### config.mk
export PLATFORM = sky130hd
export DESIGN_NAME = muldiv_unit
export DESIGN_NICKNAME = d
export VERILOG_FILES = /design/src/rtl/muldiv_unit.sv
export SDC_FILE = /design/constraint.sdc
export NUM_CORES = 1
export LEC_CHECK = 0
export CAP_MARGIN = 5
export CORE_ASPECT_RATIO = 1.25
export CORE_MARGIN = 8
export CORE_UTILIZATION = 40
export DETAILED_ROUTE_END_ITERATION = 6
export HOLD_SLACK_MARGIN = 0.05
export PLACE_DENSITY = 0.69
export SYNTH_ARGS = -nofsm -noshare
export SYNTH_HDL_FRONTEND = slang
export SYNTH_SLANG_ARGS = --single-unit
### constraint.sdc
create_clock -name clk -period 3.6 [get_ports clk]
set_input_delay 0.72 -clock clk [delete_from_list [all_inputs] [get_ports clk]]
set_output_delay 0.72 -clock clk [all_outputs]
set_load 0.01 [all_outputs]
### src/rtl/muldiv_unit.sv
// Iterative multiply/divide unit owning the HI/LO registers.
// Produces one result bit per cycle; busy_o stalls the front of the pipeline.
module muldiv_unit #(
  parameter int N_BITS = 32
) (
  input  logic              clk,
  input  logic              reset,
  input  logic              start_i,
  input  logic [1:0]        op_i,
  input  logic [N_BITS-1:0] rs_i,
  input  logic [N_BITS-1:0] rt_i,
  input  logic              flush_i,
  input  logic              hi_we_i,
  input  logic              lo_we_i,
  input  logic [N_BITS-1:0] wdata_i,
  output logic              busy_o,
  output logic              done_o,
  output logic [N_BITS-1:0] hi_o,
  output logic [N_BITS-1:0] lo_o
);
  localparam int CW = (N_BITS > 1) ? $clog2(N_BITS) : 1;
  localparam logic [CW-1:0] LAST = CW'(N_BITS - 1);

  typedef enum logic [1:0] {IDLE, CALC, FIX} state_t;

  state_t              state, state_next;
  logic [2*N_BITS-1:0] acc, acc_next;
  logic [N_BITS-1:0]   m;
  logic [CW-1:0]       count;
  logic                is_div, neg_res, neg_rem, div_zero;
  logic                busy_q, done_q;
  logic [N_BITS-1:0]   hi_q, lo_q;

  logic              rs_neg, rt_neg;
  logic [N_BITS-1:0] rs_abs, rt_abs;
  logic [N_BITS:0]   mul_sum, div_shift, div_diff;
  logic [2*N_BITS-1:0] prod_fix;
  logic [N_BITS-1:0] quo_fix, rem_fix;

  assign rs_neg = !op_i[0] && rs_i[N_BITS-1];
  assign rt_neg = !op_i[0] && rt_i[N_BITS-1];
  assign rs_abs = rs_neg ? -rs_i : rs_i;
  assign rt_abs = rt_neg ? -rt_i : rt_i;

  always_comb begin
    state_next = state;
    case (state)
      IDLE:    if (start_i && !flush_i) state_next = CALC;
      CALC:    if (flush_i) state_next = IDLE;
               else if (count == LAST) state_next = FIX;
      FIX:     state_next = IDLE;
      default: state_next = IDLE;
    endcase
  end

  // acc holds {upper product, multiplier} for MULT and {remainder, quotient} for DIV
  always_comb begin
    mul_sum   = {1'b0, acc[2*N_BITS-1:N_BITS]} + (acc[0] ? {1'b0, m} : '0);
    div_shift = acc[2*N_BITS-1:N_BITS-1];
    div_diff  = div_shift - {1'b0, m};
    if (!is_div)
      acc_next = {mul_sum, acc[N_BITS-1:1]};
    else if (!div_diff[N_BITS])
      acc_next = {div_diff[N_BITS-1:0], acc[N_BITS-2:0], 1'b1};
    else
      acc_next = {div_shift[N_BITS-1:0], acc[N_BITS-2:0], 1'b0};
    prod_fix = neg_res ? -acc : acc;
    quo_fix  = div_zero ? '1 : (neg_res ? -acc[N_BITS-1:0] : acc[N_BITS-1:0]);
    rem_fix  = neg_rem ? -acc[2*N_BITS-1:N_BITS] : acc[2*N_BITS-1:N_BITS];
  end

  always_ff @(posedge clk) begin
    if (reset) begin
      state    <= IDLE;
      acc      <= '0;
      m        <= '0;
      count    <= '0;
      is_div   <= 1'b0;
      neg_res  <= 1'b0;
      neg_rem  <= 1'b0;
      div_zero <= 1'b0;
      busy_q   <= 1'b0;
      done_q   <= 1'b0;
      hi_q     <= '0;
      lo_q     <= '0;
    end else begin
      state  <= state_next;
      busy_q <= (state_next != IDLE);
      done_q <= 1'b0;
      case (state)
        IDLE: if (!flush_i) begin
          if (start_i) begin
            is_div   <= op_i[1];
            neg_res  <= rs_neg ^ rt_neg;
            neg_rem  <= rs_neg;
            div_zero <= op_i[1] && (rt_i == '0);
            count    <= '0;
            m        <= op_i[1] ? rt_abs : rs_abs;
            acc      <= {{N_BITS{1'b0}}, (op_i[1] ? rs_abs : rt_abs)};
          end else begin
            if (hi_we_i) hi_q <= wdata_i;
            if (lo_we_i) lo_q <= wdata_i;
          end
        end
        CALC: if (!flush_i) begin
          acc   <= acc_next;
          count <= count + 1'b1;
        end
        FIX: if (!flush_i) begin
          done_q <= 1'b1;
          if (is_div) begin
            hi_q <= rem_fix;
            lo_q <= quo_fix;
          end else begin
            {hi_q, lo_q} <= prod_fix;
          end
        end
        default: ;
      endcase
    end
  end

  assign busy_o = busy_q;
  assign done_o = done_q;
  assign hi_o   = hi_q;
  assign lo_o   = lo_q;
endmodule

; Word level (Yosys, flattened, before mapping)
; Index checks and enable logic that the tools add are counted.
[totals]
ff_bits = 173
latchBits = 0
ramBits = 0
romBits = 0
in_bits = 104
out_inout_bits = 66
wordCells = 85
memories = 0
[classes]
addsub = 8
n_mul = 0
div_mod_pow = 0
n_lt_le_gt_ge = 0
eq_ne = 10
shift = 0
muxes = 36
bitwise_logic = 3
reduce_logical = 16
[op_table]
columns = operator, n
row1 = two-way mux 32 bit, 18
row2 = two-way mux 64 bit, 6
row3 = negator 32 bit, 4
row4 = case mux 32 bit (2 select lines), 2
row5 = case mux 64 bit (2 select lines), 1
row6 = negator 64 bit, 1
row7 = adder 32 x 32 -> 33 bit, 1
row8 = subtractor 33 x 32 -> 33 bit, 1
row9 = zero test 32 bit, 1
row10 = two-way mux 5 bit, 3
row11 = != test 2 bit (second input constant), 7
row12 = case mux 5 bit (2 select lines), 1
row13 = AND reduction 5 bit, 2
row14 = two-way mux 2 bit, 3
row15 = nonzero test 2 bit, 3
row16 = adder 5 x 1 -> 5 bit (second input constant), 1
row17 = == test 5 bit (second input constant), 1
row18 = logical AND 1 bit, 4
row19 = case mux 2 bit (2 select lines), 1
row20 = AND reduction 4 bit, 1
row21 = AND reduction 3 bit, 1
row22 = == test 2 x 1 -> 1 bit (second input constant), 1
row23 = == test 2 bit (second input constant), 1
row24 = zero test 1 bit, 2
row25 = 5 further kinds, 6

; Depth between registers and ports, before layout
; Gate-level depths: netlist of run 1.
[depth]
depth_word = 7
depth_mapped = 15
mapped_depth_nobuf = 13

; Least setup slack after synthesis of run 1
; No wires, ideal clock.
[synth_path]
kind = input-to-reg
from = input rs_i[1]
to = register acc[26]
setup_time_ps = 128
t_arrival_ps = 2993
required_ps = 3472
path_slack_ps = 480
path_stages = 11
n_path_buf = 0
cell_sequence = inv_1 ha_1 or4b_2 or4_1 nor2_1 nand2_1 o31ai_1 xor2_1 a211oi_1 o22ai_1 nor2_1
[synth_via]
elab_chain_len = 6
[synth_lines]
columns = item, line
row1 = start: declaration, 10  ; input logic [N_BITS-1:0] rs_i,
row2 = negator 32 bit, 42  ; assign rs_abs = rs_neg ? -rs_i : rs_i;
row3 = two-way mux 32 bit, 42
row4 = two-way mux 32 bit, 99  ; acc <= {{N_BITS{1'b0}}, (op_i[1] ? rs_abs : rt_abs)};
row5 = two-way mux 64 bit, 92  ; if (start_i) begin
row6 = two-way mux 64 bit, 91  ; IDLE: if (!flush_i) begin
row7 = case mux 64 bit (2 select lines), 90  ; case (state)
row8 = end signal: assignment, 99
row9 = end signal: assignment, 106  ; acc <= acc_next;
row10 = end: declaration, 27  ; logic [2*N_BITS-1:0] acc, acc_next;
; Every way passes these cells. The select of a mux whose other input is x is not followed.
; A chain may end at the register's enable or synchronous reset.

; Final worst setup path of run 1
[layout_path]
from = register acc[31]
to = register acc[60]
[layout_via]
elab_chain_len = 5
[layout_lines]
columns = item, line
row1 = subtractor 33 x 32 -> 33 bit, 60  ; div_diff = div_shift - {1'b0, m};
row2 = two-way mux 64 bit, 63  ; else if (!div_diff[N_BITS])
row3 = two-way mux 64 bit, 61  ; if (!is_div)
row4 = two-way mux 64 bit, 105  ; CALC: if (!flush_i) begin
row5 = case mux 64 bit (2 select lines), 90
; Every way passes these cells. The select of a mux whose other input is x is not followed.

==> results of run 1 <==
[cell type report]
| type | count | area share |
|---|---|---|
| multi-input combinational | 1615 | 0.572 |
| sequential | 173 | 0.191 |
| timing repair buffer | 327 | 0.160 |
| tap | 480 | 0.0331 |
| clock buffer | 20 | 0.0246 |
| inverter | 57 | 0.0118 |
| clock inverter | 12 | 0.00723 |
[sequential cells by signal (all words and copies together) (netlist names)]
name / cells
lo_o: 32
hi_o: 32
neg_res: 1
busy_o: 1
acc: 64
done_o: 1
is_div: 1
div_zero: 1
count: 5
neg_rem: 1
state: 2
m: 32
[cell families after synthesis]
kind of cell | synth area share
buf+inv | 0.0557
simple gates | 0.212
fa+ha+maj | 0.0627
mux | 0.0573
xor+xnor | 0.102
compound gates | 0.273
flops | 0.237
[path summary, 6_finish.rpt]
path,end,start,slack [ns],depth (start not counted)
hold reg to reg,m[12]$_SDFFE_PP0P_,m[12]$_SDFFE_PP0P_,0.45,2
setup / recovery,acc[60]$_SDFFE_PP0P_,acc[31]$_SDFFE_PP0P_,0.13,15
setup reg to reg,acc[60]$_SDFFE_PP0P_,acc[31]$_SDFFE_PP0P_,0.13,15
hold / removal,m[12]$_SDFFE_PP0P_,m[12]$_SDFFE_PP0P_,0.45,2
[timing repair]
action	4_1_cts	5_1_grt
endpoints found under the setup margin	4	19
buffers inserted	0	1
resized for setup	2	9
pin swaps	0	1
[routing by layer]
layer,vias to the layer above,GRT usage
li1,7628,-
met1,7412,0.292
met2,620,0.429
met3,134,0.0394
met4,0,0.147
met5,-,0
[worst max-delay path, cell delays in order, from the launching register on]
cell	delay (ns)
dfxtp_1	0.33
inv_1	0.07
ha_1	0.23
fa_1	0.41
nand2b_1	0.18
a21oi_1	0.18
o211a_1	0.21
o21ai_1	0.13
a21oi_2	0.25
nor3_2	0.10
buf_12	0.17
or2_2	0.30
buf_4	0.16
buf_4	0.13
a32o_1	0.25
a211o_1	0.25
[layout by cell type (no fill, tap or decap), drive strengths merged, types with 16 or more instances in the layout]
| master | Yosys | layout |
|---|---|---|
| nand3 | 41 | 41 |
| a21oi | 192 | 192 |
| nor3 | 61 | 61 |
| ha | 70 | 70 |
| a211oi | 55 | 55 |
| mux2i | 78 | 78 |
| o221ai | 19 | 19 |
| o22ai | 16 | 16 |
| o211ai | 30 | 30 |
| o21ai | 142 | 142 |
| inv | 57 | 61 |
| a21o | 33 | 33 |
| buf | 17 | 160 |
| o31ai | 22 | 22 |
| clkdlybuf4s50 | 0 | 167 |
| nor4 | 29 | 29 |
| nand2 | 172 | 172 |
| clkbuf | 116 | 20 |
| nor2 | 232 | 232 |
| xnor2 | 90 | 90 |
| or3 | 20 | 20 |
| xor2 | 80 | 80 |
| and2 | 17 | 17 |
| dfxtp | 173 | 173 |
| a22oi | 22 | 22 |
[stage by stage]
step | setup slack [ns] | power (mW) | hold slack [ns]
2_1_floorplan | 0.480 | 3.06 | 0.432
3_3_place_gp | -0.257 | 3.68 | 0.440
3_5_place_dp | -0.231 | 3.70 | 0.445
4_1_cts | 0.0657 | 5.56 | 0.455
5_1_grt | -0.0277 | 5.79 | 0.479
6_report | 0.133 | 5.57 | 0.450
[power breakdown]
group	switching [mW]	leakage [nW]	internal, mW	total [mW]
Combinational	0.908	5.47	0.687	1.60
Clock	0.890	0.286	0.992	1.88
Sequential	0.0931	1.41	2.00	2.09
Total	1.89	7.17	3.68	5.57
==> run summary, run 1 <==
status: finished, final reports clean
vias in the first global route: 15100
EDFF count, synth: 0
Top Metal Used: met4
proportion of layout cells with a drive suffix above 1: 0.109
DRT Pass-1 Iters: 5
pin count of the biggest net entering global routing: 73
first-pass GRT wire length: 85.9 mm
Hold-fix buffers, CTS: 0
cell accounting for the most synthesized area: dfxtp_1
Via density: 5.88
CP Data Required Time: 3.95 ns
Setup crit start kind: register
WL/cell: 20.8 µm
Power Dens Cells: 307 nW/µm²
number of port buffers: 169
CP Max Fanout: 14
Die H: 230 µm
P&R area growth vs syn: 24.3%
CTS H-tree lvls: 4
Skew-Pair Late Insertion Delay: 0.46 ns
Syn. warnings: 0
met2 routed WL: 26.8 mm
Clock transition at path regs: 0.07 ns
nets@finish: 2367
Final HPWL DP: 44.8 mm
min-delay worst type: register to register
Data arrival, critical path: 3.82 ns
Starting Density: 0.404
Multi-input gate area: 10400 µm²
Yosys cell types: 76
Max Root-Sink Buffers: 2
DIE WIDTH: 187 µm
Finished Layout Cells: 2684
Fin. Hold Viols: 0
RePlAce Congestion: 0.967
antenna violations before repair: 0
CTS tree: yes
Post-Route WL: 55.9 mm
final setup skew: 0.0105 ns
diode count: 0
max_slew headroom: 0.259
Reg area: 3460 µm²
Crit. End Element: register
TritonCTS Buffers: 17
fin util: 0.502
minimum clock period: 3.47 ns
Post-synth top flop: dfxtp_1
commonest cells in the netlist: 231 x nor2_1, 191 x a21oi_1, 173 x dfxtp_1
cell count after synthesis: 1978
Antenna Nets Post-Route: 0
die area: 42900 µm²
Row Count: 78
Sink Count: 173
root cell of the clock tree: clkbuf_16
setup TNS: 0 ns
placed cell count: 2651
met1 WL: 22.3 mm
# DRC: 0
Post-Place Cell Area: 17500 µm²
Synth Net Count: 2154
flops & latches, synth: 173
met3 wire length: 3.51 mm
IO Pins: 170
Pleak: 7.17 nW
Final Cell Area: 18200 µm²
via count: 15800
initial DRC count: 1301
worst-case vdd ir drop: 0.000374 V
Mean Syn Cell Area: 7.39 µm²
worst-margin pin slew: 1.11 ns
Fill cells: 3497
top-count cell post-synth: nor2_1
Max Slew Vio Count: 0
area of the core: 36200 µm²
fin crit share: 0.963
mapped cell area: 14600 µm²
critical path start-end classification: register to register
Global Route Usage Sum: 0.250
top cells by area, synth: dfxtp_1 24%, a21oi_1 6.5%, ha_1 6.0%
Max Cap Viol: 0
total congestion overflow: 0
fmax: 0.288 GHz
fraction of registers with async set/reset: 0
Seq/Total Area, Yosys: 0.237
final setup fails: 0
area share of the largest cell type after synthesis: 0.237
Note: power is estimated with default switching activity, not from simulation.
==> run 2: changes to the inputs <==
--- a/config.mk
+++ b/config.mk
@@ -10,8 +10,10 @@
 export CORE_MARGIN = 8
 export CORE_UTILIZATION = 40
 export DETAILED_ROUTE_END_ITERATION = 6
+export GPL_TIMING_DRIVEN = 0
 export HOLD_SLACK_MARGIN = 0.05
 export PLACE_DENSITY = 0.69
+export SKIP_CTS_REPAIR_TIMING = 1
 export SYNTH_ARGS = -nofsm -noshare
 export SYNTH_HDL_FRONTEND = slang
 export SYNTH_SLANG_ARGS = --single-unit
==> run 2 against run 1 <==
  * Sequential power barely moved
  * Fmax fell by 1.3%
  * Sequential share of layout area increased by 0.44 points
  * Critical path type unchanged
  * Critical endpoint is now acc[33]$_SDFFE_PP0P_
==> run summary, run 2 (same netlist as run 1, synthesis figures left out) <==
first-pass GRT wire length: 92.9 mm
antenna violations before repair: 0
Skew-Pair Late Insertion Delay: 0.46 ns
Fill cells: 3646
RePlAce Congestion: 0.967
commonest non-fill, non-tap cell in the layout: nor2_1
CTS H-tree lvls: 4
number of port buffers: 168
hold-critical path depth: 2
max_slew headroom: 0.406
final setup skew: 0.0180 ns
flop2flop setup slack: 0.09 ns
area of the core: 36200 µm²
Starting Density: 0.404
initial DRC count: 1367
crit-path leading delay family: compound AO/OA/AOI/OAI gates
proportion of layout cells with a drive suffix above 1: 0.0627
Power Dens Cells: 321 nW/µm²
met1 WL: 24.8 mm
Hold Startpoint: lo_o[22]$_SDFFE_PP0P_
worst r2r dst: acc[33]$_SDFFE_PP0P_
Die H: 230 µm
Via density: 6.03
fin crit share: 0.976
slowest CP cell: fa_1
DIE WIDTH: 187 µm
CP Max Fanout: 10
critical-path cell list: inv_1, ha_1, fa_1, nand2b_1, a21oi_2, o211a_4, o21ai_4, a21oi_4, o21a_1, buf_2, or2_2, clkbuf_4, buf_4, nand3_1, a311oi_2
total congestion overflow: 0
placed cell count: 2626
Top Metal Used: met4
fmax: 0.285 GHz
nets@finish: 2349
Antenna Nets Post-Route: 0
fin util: 0.492
slack of the critical path: 0.0856 ns
Max Root-Sink Buffers: 2
Max Cap Viol: 0
DP Worst Slack: -0.777 ns
hold endpoint: lo_o[22]$_SDFFE_PP0P_
Worst Path Buf+Inv: 4
root cell of the clock tree: clkbuf_16
Clock transition at path regs: 0.08 ns
Max Slew Vio Count: 0
CP Data Required Time: 3.96 ns
Fin. Hold Viols: 0
Crit. End Element: register
die area: 42900 µm²
TritonCTS Buffers: 17
Data arrival, critical path: 3.88 ns
final setup fails: 0
WL/cell: 23.4 µm
diode count: 0
CP peak stage delay: 0.41 ns
Biggest register: acc
pin count of the biggest net entering global routing: 19
Sink Count: 173
Global Route Usage Sum: 0.277
setup TNS: 0 ns
P&R area growth vs syn: 22.0%
DRT Pass-1 Iters: 6
critical path start-end classification: register to register
Setup crit start kind: register
Post-Place Cell Area: 16900 µm²
Post-Route WL: 62.4 mm
IO Pins: 170
worst-case vdd ir drop: 0.000475 V
min-delay worst type: register to register
worst-margin pin slew: 0.883 ns
R2R cell count: 15
met2 routed WL: 30.5 mm
Row Count: 78
Final HPWL DP: 50.5 mm
via count: 16100
# DRC: 0
minimum clock period: 3.51 ns
vias in the first global route: 15100
Worst R2R Start: acc[31]$_SDFFE_PP0P_
Finished Layout Cells: 2665
status: finished, final reports clean
CTS tree: yes
number of flip-flops in the largest register: 64
Pleak: 6.73 nW
Final Cell Area: 17800 µm²
RSZ-0062 raised after global routing: yes
met3 wire length: 3.71 mm
most frequent cells in the layout: 230 x nor2_1, 188 x a21oi_1, 172 x nand2_1, 168 x clkdlybuf4s50_1, 165 x dfxtp_1
run 2: tightest hold or removal path, cell delays in order, from the launching register on:
cell	delay, ns
dfxtp_1	0.31
nand2_1	0.05
a21oi_1	0.05
run 2: worst max-delay path by stage:
stage	from	slack [ns]	depth (start not counted)	end
global placement	rt_i[0]	-0.74	12	acc[24]$_SDFFE_PP0P_
CTS	acc[0]$_SDFFE_PP0P_	-0.71	13	acc[60]$_SDFFE_PP0P_
global route	acc[0]$_SDFFE_PP0P_	-0.12	13	acc[61]$_SDFFE_PP0P_
detailed placement	rt_i[0]	-0.78	12	acc[24]$_SDFFE_PP0P_
floorplan	rs_i[1]	0.48	11	acc[26]$_SDFFE_PP0P_
finish	acc[31]$_SDFFE_PP0P_	0.09	15	acc[33]$_SDFFE_PP0P_
run 2: metal layers:
layer,global-route usage,vias up
met1,0.323,7585
li1,-,7604
met2,0.485,742
met3,0.0351,149
met4,0.154,0
met5,0,-
run 2: per-stage QoR:
| step | hold WS (ns) | power [mW] |
|---|---|---|
| 2_1_floorplan | 0.432 | 3.06 |
| 3_3_place_gp | 0.443 | 3.66 |
| 3_5_place_dp | 0.447 | 3.68 |
| 4_1_cts | 0.456 | 5.65 |
| 5_1_grt | 0.474 | 5.94 |
| 6_report | 0.455 | 5.73 |
run 2: area by class of cell:
class / instances / area, µm² / area share
Tap cell: 480 / 601 / 0.0337
Inverter: 57 / 214 / 0.0120
Clock inverter: 14 / 189 / 0.0106
Multi-Input combinational cell: 1615 / 10500 / 0.592
Timing Repair Buffer: 176 / 1740 / 0.0977
Clock buffer: 17 / 425 / 0.0239
Buffer: 133 / 623 / 0.0350
Sequential cell: 173 / 3480 / 0.195
run 2: report_power, final:
part           internal [mW]  switching (mW)  leakage (nW)  total, mW
clock                   1.06           0.948         0.299       2.01
sequential              2.00          0.0801          1.41       2.08
combinational          0.644           0.993          5.02       1.64
total                   3.70            2.02          6.73       5.73
